[src/rtl/umips_id_ex.sv]
// ID/EX pipeline register for the micro-MIPS core: one-entry skid-free holding stage
// with MEM/WB operand forwarding on capture and WB snooping while stalled.
module umips_id_ex #(
    parameter int DW = 32,
    parameter int RW = 5
) (
    input  logic          clk,
    input  logic          rst,
    input  logic          id_valid,
    output logic          id_ready,
    input  logic [3:0]    id_op,
    input  logic [RW-1:0] id_rs,
    input  logic [RW-1:0] id_rt,
    input  logic [RW-1:0] id_rd,
    input  logic [DW-1:0] id_rs_val,
    input  logic [DW-1:0] id_rt_val,
    input  logic [DW-1:0] id_imm,
    input  logic          id_use_imm,
    input  logic          id_wen,
    input  logic          mem_wen,
    input  logic [RW-1:0] mem_rd,
    input  logic [DW-1:0] mem_val,
    input  logic          wb_wen,
    input  logic [RW-1:0] wb_rd,
    input  logic [DW-1:0] wb_val,
    input  logic          flush,
    input  logic          ex_ready,
    output logic          ex_valid,
    output logic [3:0]    alu_op,
    output logic [DW-1:0] alu_a,
    output logic [DW-1:0] alu_b,
    output logic [RW-1:0] ex_rd,
    output logic          ex_wen,
    output logic [DW-1:0] ex_rt_val
);

    logic          valid_q;
    logic          wen_q;
    logic          use_imm_q;
    logic [RW-1:0] rs_q;
    logic [RW-1:0] rt_q;
    logic [DW-1:0] fwd_rs;
    logic [DW-1:0] fwd_rt;
    logic          transfer;
    logic          snoop_rs;
    logic          snoop_rt;

    assign id_ready = !valid_q || ex_ready;
    assign transfer = id_valid && id_ready && !flush;
    assign ex_valid = valid_q;
    assign ex_wen   = wen_q && valid_q;

    // MEM result is younger than WB, so it wins when both target the same register.
    always_comb begin
        fwd_rs = id_rs_val;
        if (id_rs != '0 && mem_wen && mem_rd == id_rs)
            fwd_rs = mem_val;
        else if (id_rs != '0 && wb_wen && wb_rd == id_rs)
            fwd_rs = wb_val;

        fwd_rt = id_rt_val;
        if (id_rt != '0 && mem_wen && mem_rd == id_rt)
            fwd_rt = mem_val;
        else if (id_rt != '0 && wb_wen && wb_rd == id_rt)
            fwd_rt = wb_val;
    end

    assign snoop_rs = wb_wen && rs_q != '0 && wb_rd == rs_q;
    assign snoop_rt = wb_wen && rt_q != '0 && wb_rd == rt_q;

    always_ff @(posedge clk or posedge rst) begin
        if (rst) begin
            valid_q   <= 1'b0;
            alu_op    <= '0;
            alu_a     <= '0;
            alu_b     <= '0;
            ex_rd     <= '0;
            wen_q     <= 1'b0;
            ex_rt_val <= '0;
            rs_q      <= '0;
            rt_q      <= '0;
            use_imm_q <= 1'b0;
        end else if (flush) begin
            valid_q <= 1'b0;
        end else if (transfer) begin
            valid_q   <= 1'b1;
            alu_op    <= id_op;
            alu_a     <= fwd_rs;
            alu_b     <= id_use_imm ? id_imm : fwd_rt;
            ex_rd     <= id_rd;
            wen_q     <= id_wen;
            ex_rt_val <= fwd_rt;
            rs_q      <= id_rs;
            rt_q      <= id_rt;
            use_imm_q <= id_use_imm;
        end else if (valid_q && ex_ready) begin
            valid_q <= 1'b0;
        end else if (valid_q) begin
            // Stalled: a producer retiring through WB would otherwise be lost to us.
            if (snoop_rs)
                alu_a <= wb_val;
            if (snoop_rt) begin
                ex_rt_val <= wb_val;
                if (!use_imm_q)
                    alu_b <= wb_val;
            end
        end
    end

endmodule

[config.mk]
export PLATFORM = sky130hd
export DESIGN_NAME = umips_id_ex
export DESIGN_NICKNAME = d
export VERILOG_FILES = /design/src/rtl/umips_id_ex.sv
export SDC_FILE = /design/constraint.sdc
export NUM_CORES = 1
export LEC_CHECK = 0
export CORE_MARGIN = 4
export CORE_UTILIZATION = 39
export CTS_CLUSTER_SIZE = 30
export DETAILED_ROUTE_END_ITERATION = 8
export GPL_TIMING_DRIVEN = 0
export PLACE_DENSITY_LB_ADDON = 0.12
export SLEW_MARGIN = 20
export SYNTH_ARGS = -nofsm -noshare
export SYNTH_HDL_FRONTEND = slang
export SYNTH_SLANG_ARGS = --single-unit
[constraint.sdc]
create_clock -name clk -period 3.56 [get_ports clk]
set_input_delay 0.534 -clock clk [delete_from_list [all_inputs] [get_ports clk]]
set_output_delay 0.534 -clock clk [all_outputs]
set_load 0.01 [all_outputs]
==> results of run 1 <==
-- power by group --
| group | total, mW | switching [mW] | internal [mW] |
|---|---|---|---|
| combinational | 1.59 | 0.725 | 0.866 |
| sequential | 1.74 | 0.152 | 1.59 |
| clock | 1.76 | 0.615 | 1.14 |
-- cells in the mapped netlist --
cell and instances:
a211oi_1 21, a211oi_2 11, a21o_1 1, a21oi_1 33
a21oi_4 1, a31oi_1 32, and2_0 1, and2_1 1
and2b_1 1, and4b_1 32, buf_1 2, buf_2 20
buf_4 10, buf_6 3, clkbuf_1 34, dfrtp_1 118
inv_1 35, mux2i_1 32, nand2_1 162, nand2b_1 1
nand4_1 5, nand4b_1 1, nor2_1 35, nor3_1 35
nor4_1 3, nor4_2 1, o211ai_2 1, o21ai_0 36
o21ai_1 30, o21bai_2 1, o22a_1 32, o22ai_1 2
o22ai_2 30, o31ai_1 1, or2_0 1, or2_1 1
or2_2 1, or3_1 1, or4_1 1, or4_4 1
xnor2_1 16, xor2_1 12
-- routing by layer --
metal	part of all wire (%)	vias to the layer above	track usage [%]
li1	-	3519	-
met1	41	3620	37.2
met2	48	373	47.0
met3	9.4	55	8.14
met4	2.5	2	9.35
met5	0.054	-	0
-- worst min-delay path: stages, from the launching register on --
cell and delay [ns]:
dfrtp_1 0.34, nand2_1 0.05, nand2_1 0.05
-- sequential cells by signal, summed over array words and instances (netlist names) --
signal / cells
rt_q: 5
rs_q: 5
ex_rd: 5
alu_op: 4
ex_rt_val: 32
wen_q: 1
ex_valid: 1
alu_b: 32
use_imm_q: 1
alu_a: 32
-- cell families (layout without fill, tap and decap cells) --
family	count (synthesis)	in the layout	synth area share, %
AO/OA/AOI/OAI	232	232	24.2
XOR/XNOR	28	28	3.46
buffers and inverters	104	442	6.71
flip-flops	118	118	41.7
multiplexers	32	32	4.52
AND/OR/NAND/NOR	284	284	19.4
-- final cells by class --
| cell class | count | area, um^2 | share of cell area (%) |
|---|---|---|---|
| sequential | 118 | 2950 | 26.6 |
| buffer | 69 | 344 | 3.10 |
| timing repair buffer | 308 | 3130 | 28.2 |
| multi-input combinational | 576 | 3660 | 32.9 |
| clock buffer | 21 | 470 | 4.24 |
| inverter | 35 | 135 | 1.22 |
| tap | 229 | 287 | 2.58 |
| clock inverter | 9 | 126 | 1.14 |
-- per-stage QoR --
step | instances | util (%) | hold slack [ns] | cell area, um^2 | total power, mW
after global placement | 1331 | 58.2 | 0.458 | 10400 | 3.33
after floorplan | 798 | - | 0.437 | 7090 | 2.40
after global routing | 1365 | 62.0 | 0.502 | 11100 | 5.34
after CTS | 1365 | 62.0 | 0.483 | 11100 | 5.13
final | 1365 | 62.0 | 0.475 | 11100 | 5.09
after detailed placement | 1335 | 58.7 | 0.465 | 10500 | 3.36
-- placed cells by master (no fill, tap or decap), types with 4 or more instances in the layout --
cell type / netlist / layout
o21ai_0: 36 / 36
a31oi_1: 32 / 32
nor3_1: 35 / 35
inv_1: 35 / 34
buf_2: 20 / 20
nor2_1: 35 / 35
xnor2_1: 16 / 16
mux2i_1: 32 / 32
xor2_1: 12 / 12
clkdlybuf4s50_1: 0 / 304
clkinv_2: 0 / 4
a211oi_1: 21 / 21
nand4_1: 5 / 5
a211oi_2: 11 / 11
buf_4: 10 / 10
clkbuf_1: 34 / 35
nand2_1: 162 / 162
o22a_1: 32 / 32
dfrtp_1: 118 / 118
clkbuf_16: 0 / 17
and4b_1: 32 / 32
a21oi_1: 33 / 33
o22ai_2: 30 / 30
o21ai_1: 30 / 30
-- worst paths after layout --
check                                     end  slack [ns]  depth (start not counted)
worst max-delay path                alu_a[25]        0.57                          7
worst min-delay path                alu_op[0]        0.47                          2
worst max register to register      alu_a[25]        0.91                          6
worst min register to register      alu_op[0]        0.47                          2
max in group asynchronous       ex_rt_val[20]        2.25                          4
min in group asynchronous        ex_rt_val[4]        0.54                          2
==> metrics, run 1 <==
Core Area=0.0179 mm^2; Root Driver=clkbuf_16; Max H-tree Level=4; setup TNS=0 ns; Leak=4.55 nW; Synth Instances=798; pwr/cell area=459 mW/mm^2; DR iter-0 viols=about 530; CTS resizes=0; layout cells sized above 1=10.0%; GRT Total Usage=28.8%; Worst-path clk slew=0.06 ns; largest net degree at the start of global routing=33; final hold violations=0; final WL=29500 um; count of cell types in the netlist=42; CP bufs+invs=2; startpoint types=input port; I/O Buffers=304; setup ws final=approximately 0.57 ns; syn_nets=between 900 and 1000; Wirelength per Cell=roughly 22 um; Die Ht=143 um; CTS Sinks=118; CP max stage cell=a21oi_1; Slew HR=29.0%; antenna violations before repair=1; row count=just under 50; nets@finish=1323; CTS tree=built; top-area cell type share of the netlist area=between 40% and 50%; status=completed; most area-hungry cell type in the Yosys netlist=dfrtp_1; Hold Crit Class=reg2reg; HP Start=alu_op[0]; dpl hpwl=between 20000 and 25000 um; Max Fclk=334 MHz; Worst-Margin Slew=about 1.1 ns; Clock Path Buffers=2; VDD IR-drop max=0.364 mV; number of post-CTS setup repair buffers=0; P&R area growth vs syn=56.7%; first-pass GRT wire length=44700 um; Arr. time, crit path=roughly 3.4 ns; Antenna Nets Post-Route=0; CTS Buf Count=17; Worst Path Max Fanout=10; Reg-to-Reg Start=rs_q[4]; number of I/O pins=between 300 and 400; worst-skew pair later-pin latency=between 0.4 and 0.5 ns; diode count=0; Seq/Total Area, Yosys=between 40% and 50%; Post-Syn Area=approximately 0.0071 mm^2; critical path's top delay family=compound AO/OA/AOI/OAI gates; DIE AREA=a little over 0.02 mm^2; DP Worst Slack=0.190 ns; Mean Syn Cell Area=roughly 9 um^2; Via density=between 5 and 6; Worst Setup Path Type=in2reg; Initial DRT Pass Iterations=5; final setup violation count=0; RSZ-0062 raised after global routing=false; max-cap violation count=0; CP cell instances=clkdlybuf4s50_1 > or2_2 > o21ai_0 > nand4_1 > a21oi_1 > clkbuf_1 > o22a_1; crit-path max cell delay=0.86 ns; gpl congestion=0.899; grt total ovfl=0; FILL cells=between 1500 and 2000; Yosys reg bits=approximately 120; Worst Setup SP=wb_rd[4]; die width=approximately 140 um; critical path required time=between 3 and 4 ns; Worst Skew=between 0.01 and 0.015 ns; DRC errors left=0; top cells by area, synth=dfrtp_1, nand2_1, o22ai_2; # hold bufs at CTS=0; Slew Limit Fails=0; DR vias=about 7600; vias in the first global route=around 7700; minimum clock period=~3 ns; Initial Utilization=about 40%; synth warn=0; crit share post-route=a little over four fifths; Worst setup EP type=register
Note: power is estimated with default switching activity, not from simulation.
==> inputs of run 2 (changes only) <==
==> constraint.sdc (replaced) <==
create_clock -name clk -period 2.5 [get_ports clk]
set_input_delay 0.375 -clock clk [delete_from_list [all_inputs] [get_ports clk]]
set_output_delay 0.375 -clock clk [all_outputs]
set_load 0.01 [all_outputs]
==> run 2 against run 1 <==
Global-route usage up 0.12 points. Worst setup slack worse by 0.44 ns. Power up 43%. Non-clock buffer count up 6. Wire length up 0.82%. Register-to-register slack worse by 0.71 ns. First-iteration DRC count down 1.9%. Hold slack worse by 0.16 ns. Sequential share of layout area down 0.39 points. Count of clock-buffer cells in the layout unchanged. Largest cell class unchanged. Highest routed layer unchanged.
==> metrics, run 2 (same netlist as run 1, synthesis figures left out) <==
die width=143 um; Worst-Margin Slew=0.601 ns; status=completed; CTS tree=built; DIE AREA=~0.020 mm^2; layout cells sized above 1=12.7%; CTS Buf Count=17; largest net degree at the start of global routing=33; gpl congestion=about 0.9; GRT Total Usage=about 29%; Via density=5.54; CTS Sinks=roughly 120; nets@finish=between 1000 and 1500; DRC errors left=0; RSZ-0062 raised after global routing=true; Die Ht=around 140 um; Arr. time, crit path=around 2.7 ns; startpoint types=input port; pwr/cell area=approximately 650 mW/mm^2; diode count=0; Initial Utilization=between 30% and 40%; number of I/O pins=roughly 310; VDD IR-drop max=0.515 mV; # hold bufs at CTS=0; minimum clock period=2.37 ns; commonest non-fill, non-tap cells in the layout=clkdlybuf4s50_1, nand2_1, dfrtp_1, o21ai_0, nor3_1; commonest non-fill, non-tap cell in the layout=clkdlybuf4s50_1; I/O Buffers=slightly above 300; crit share post-route=roughly 95%; final WL=29800 um; Worst setup EP type=register; Slew HR=about three fifths; critical path required time=around 2.8 ns; setup TNS=0 ns; Max Fclk=between 400 and 500 MHz; GR Util met2=47.3%; Core Area=between 0.015 and 0.02 mm^2; max-cap violation count=0; vias in the first global route=around 7800; final setup violation count=0; Antenna Nets Post-Route=0; DP Worst Slack=-0.711 ns; Clock Path Buffers=2; Largest regs=alu_a (32), alu_b (32), ex_rt_val (32); dpl hpwl=around 22000 um; P&R area growth vs syn=59.0%; Worst Path Max Fanout=10; Slew Limit Fails=0; cell total after placement=around 1300; post-route insts no fill=1371; Max H-tree Level=4; Root Driver=clkbuf_16; Initial DRT Pass Iterations=5; met1 GRT Util=between 30% and 40%; grt total ovfl=0; antenna violations before repair=1; gr busiest metal=met2; DR iter-0 viols=519; Hold Crit Class=in2reg; first-pass GRT wire length=44800 um; final hold violations=0; Worst-path clk slew=0.05 ns; Wirelength per Cell=around 22 um; Worst Setup Path Type=in2reg; row count=49; met3 usage=8.67%; setup ws final=between 0.1 and 0.15 ns; DR vias=7601; Worst Skew=0.0140 ns; worst-skew pair later-pin latency=0.43 ns; Leak=~4.7 nW
==> run 2: changes by cell type in the layout (fill, tap and decap cells not counted), sizes merged <==
| cell | delta |
|---|---|
| clkdlybuf4s50 | -5 |
| buf | +1 |
| clkbuf | +5 |
| dlymetal6s2s | +5 |
==> run 2: layer usage <==
layer | share of wire (%) | wire length, um
met1 | 41 | 12100
met2 | 48 | 14300
met3 | 9.2 | 2740
met4 | 1.8 | 535
met5 | 0.044 | 13
==> run 2: area by class of cell <==
class                   count  area [um^2]
fillers                  1599         6640
multi-input cells         576         3700
repair buffers            315         3200
flip-flops and latches    118         2950
clock buffers              21          470
plain buffers              68          400
well taps                 229          287
inverters                  35          135
clock inverters             9          126
==> run 2: repair_timing <==
item / CTS / global route
setup buffers: 3 / 4
resized for setup: 8 / 61
setup endpoints to repair: 89 / 114
pin swaps: 0 / 4
==> run 2: critical path, stage by stage <==
cell	delay (ns)
clkdlybuf4s50_1	0.54
or2_2	0.35
o21ai_0	0.19
nand4_1	0.20
a21oi_4	0.40
buf_2	0.33
nand2_1	0.12
o22a_1	0.17
==> run 2: worst paths after layout <==
path,slack (ns),cells past startpoint,endpoint,from
worst max register to register,0.20,8,alu_b[28],ex_valid
max in group asynchronous,1.36,4,ex_rt_val[21],rst
worst min-delay path,0.32,3,rt_q[1],id_rt[1]
min in group asynchronous,0.38,2,ex_rt_val[4],rst
worst min register to register,0.47,2,alu_op[0],alu_op[0]
worst max-delay path,0.13,8,alu_a[30],wb_rd[4]
==> run 2: metrics by stage <==
step                hold WS, ns  utilization, %  cell area, um^2  total power [mW]
floorplan                 0.437               -             7090              3.42
global placement          0.458            58.2            10400              4.74
detailed placement        0.465            58.7            10500              4.78
CTS                       0.376            62.3            11200              7.31
global route              0.313            62.9            11300              7.63
finish                    0.317            62.9            11300              7.28
==> run 2: report_power, final <==
part / switching (mW) / internal, mW
Sequential: 0.217 / 2.27
Combinational: 1.04 / 1.25
Clock: 0.875 / 1.63
==> inputs of run 3 (changes only) <==
--- a/config.mk
+++ b/config.mk
@@ -5,8 +5,9 @@
 export SDC_FILE = /design/constraint.sdc
 export NUM_CORES = 1
 export LEC_CHECK = 0
+export ABC_AREA = 1
 export CORE_MARGIN = 4
-export CORE_UTILIZATION = 39
+export CORE_UTILIZATION = 42
 export CTS_CLUSTER_SIZE = 30
 export DETAILED_ROUTE_END_ITERATION = 8
 export GPL_TIMING_DRIVEN = 0
==> run 3 against run 2 <==
Non-clock buffer count rose by 8. Hold slack improved by 0.087 ns. Critical path type unchanged. Worst setup slack improved by 0.075 ns. Register-to-register slack improved by 0.09 ns.
==> metrics, run 3 <==
Wirelength per Cell=~18 um; Worst-path clk slew=around 0.060 ns; Max H-tree Level=4; Post-synth ARST share=100%; # hold bufs at CTS=0; switching share of total power=between 30 and 40%; crit share post-route=91.8%; Initial Utilization=~43%; DR vias=9987; DP Worst Slack=-0.241 ns; final hold violations=0; RSZ-0062 raised after global routing=false; Clock power frac=between 30 and 40%; I/O Buffers=~300; minimum clock period=2.29 ns; layout cells sized above 1=between 10% and 20%; Clock Path Buffers=2; DIE AREA=roughly 0.023 mm^2; gpl congestion=about 0.96; Sw Pwr=about 2.7 mW; number of I/O pins=slightly above 300; Core Area=0.0197 mm^2; CTS Sinks=~120; FILL cells=1886; syn_nets=between 1000 and 1500; Root Driver=clkbuf_16; count of cell types in the netlist=30; Arr. time, crit path=2.64 ns; die width=between 150 and 200 um; Worst Skew=0.0104 ns; top-count cell post-synth=nand2_1; synth warn=0; status=completed; Worst Setup Path Type=in2reg; top-area cell type share of the netlist area=a little over a third; most frequent cells after synthesis=nand2_1, a21oi_1, nand3_1, inv_1, nor2_1; Synth Instances=1298; largest net degree at the start of global routing=33; worst-skew pair later-pin latency=between 0.4 and 0.5 ns; register area=between 0.002 and 0.003 mm^2; Slew HR=52.4%; CTS Buf Count=17; GRT Total Usage=around 30%; area of the multi-input gates=~0.0044 mm^2; P&R area growth vs syn=47.6%; first-pass GRT wire length=roughly 52000 um; Initial DRT Pass Iterations=7; Via density=around 5.2; Int Power=5.39 mW; setup ws final=0.206 ns; Seq/Total Area, Yosys=between 30% and 40%; DR iter-0 viols=between 800 and 900; Comb pwr share=approximately 37%; nets@finish=around 1800; Worst-Margin Slew=0.712 ns; commonest non-fill, non-tap cell in the layout=nand2_1; Hold Crit Class=in2async; Post-Syn Area=about 0.0085 mm^2; Yosys reg bits=between 100 and 150; antenna violations before repair=1; top cells by area, synth=dfrtp_1, nand2_1, a21oi_1; dpl hpwl=26400 um; row count=between 50 and 60; Worst setup EP type=register; DRC errors left=0; vias in the first global route=a little under 10000; critical path required time=approximately 2.9 ns; Largest regs=alu_a (32), alu_b (32), ex_rt_val (32); final WL=about 34000 um; most area-hungry cell type in the Yosys netlist=dfrtp_1; startpoint types=input port; pwr/cell area=around 650 mW/mm^2; Slew Limit Fails=0; Hold Slack=just over 0.4 ns; Mean Syn Cell Area=between 6 and 7 um^2; commonest non-fill, non-tap cells in the layout=nand2_1, clkdlybuf4s50_1, a21oi_1, nand3_1, inv_1; part of the power in registers=about a third; max-cap violation count=0; Post-synth top flop=dfrtp_1; Max Fclk=436 MHz; Post-synth EDFFs=0; Die Ht=approximately 150 um; Worst Path Max Fanout=10; Leak=roughly 6.1 nW; grt total ovfl=0; VDD IR-drop max=around 0.43 mV; CTS tree=built; final setup violation count=0; Antenna Nets Post-Route=0
==> run 3: metal layers <==
layer	share of wire, %	GRT usage [%]	wire (um)
met4	3.3	11.7	1110
met2	47	48.4	15900
met3	8.2	6.27	2780
met5	0	0	0
met1	42	38.9	14200
==> run 3: per-stage QoR <==
step / utilization, % / area [um^2] / setup TNS (ns) / total power [mW] / instances
after floorplan: - / 8480 / 0 / 3.99 / 1298
after global placement: 60.3 / 11900 / -81.65 / 5.64 / 1867
after detailed placement: 60.6 / 11900 / -8.24 / 5.69 / 1870
after CTS: 63.6 / 12500 / 0 / 8.14 / 1901
after global routing: 63.6 / 12500 / 0 / 8.54 / 1902
final: 63.6 / 12500 / 0 / 8.14 / 1904
==> run 3: layout make-up <==
class | count | share of cell area (%)
Multi-Input combinational cell | 931 | 35.3
Timing Repair Buffer | 307 | 24.8
Sequential cell | 118 | 23.6
Inverter | 165 | 4.98
Buffer | 84 | 3.92
Clock buffer | 17 | 3.40
Tap cell | 265 | 2.65
Clock inverter | 14 | 1.24
Antenna cell | 3 | 0.0600
==> run 3: path summary, 6_finish.rpt <==
kind / startpoint / endpoint / slack (ns) / cells after the start
setup / recovery: id_rs[3] / alu_a[1] / 0.21 / 10
hold / removal: rst / alu_b[4] / 0.40 / 2
setup reg to reg: ex_valid / alu_b[2] / 0.29 / 8
hold reg to reg: ex_rd[0] / ex_rd[0] / 0.47 / 2
max in group asynchronous: rst / alu_b[21] / 1.25 / 4
min in group clk: ex_rd[0] / ex_rd[0] / 0.47 / 2
==> run 3: logic make-up (layout without fill, tap and decap cells) <==
group | count (synthesis) | count (layout) | share of synthesized area, %
DFF | 118 | 118 | 34.9
AOI/OAI and AO/OA | 252 | 252 | 17.9
other | 0 | 3 | 0
buffers and inverters | 249 | 587 | 13.1
and+or+nand+nor | 674 | 674 | 33.7
xor gates and xnor gates | 5 | 5 | 0.517
==> run 3: repair_timing <==
| action | CTS | global route |
|---|---|---|
| endpoints found under the setup margin | 0 | 10 |
| gates resized for setup | 0 | 1 |
| setup buffers | 0 | 0 |
==> run 3: critical path: stages <==
cell	delay (ns)
clkdlybuf4s50_1	0.56
inv_1	0.10
nand2_1	0.07
o211ai_1	0.10
nor2_1	0.58
nand2_1	0.26
buf_2	0.27
nand3_1	0.12
nand2_1	0.07
a21oi_2	0.14
==> run 3: power groups by stage <==
| stage | logic (mW) | registers (mW) | clock network (mW) |
|---|---|---|---|
| after detailed placement | 2.98 | 2.71 | 0 |
| after floorplan | 1.09 | 2.90 | 0 |
| after global placement | 2.93 | 2.71 | 0 |
| final | 2.98 | 2.69 | 2.47 |
| after global routing | 3.22 | 2.75 | 2.57 |
| after CTS | 2.99 | 2.69 | 2.47 |
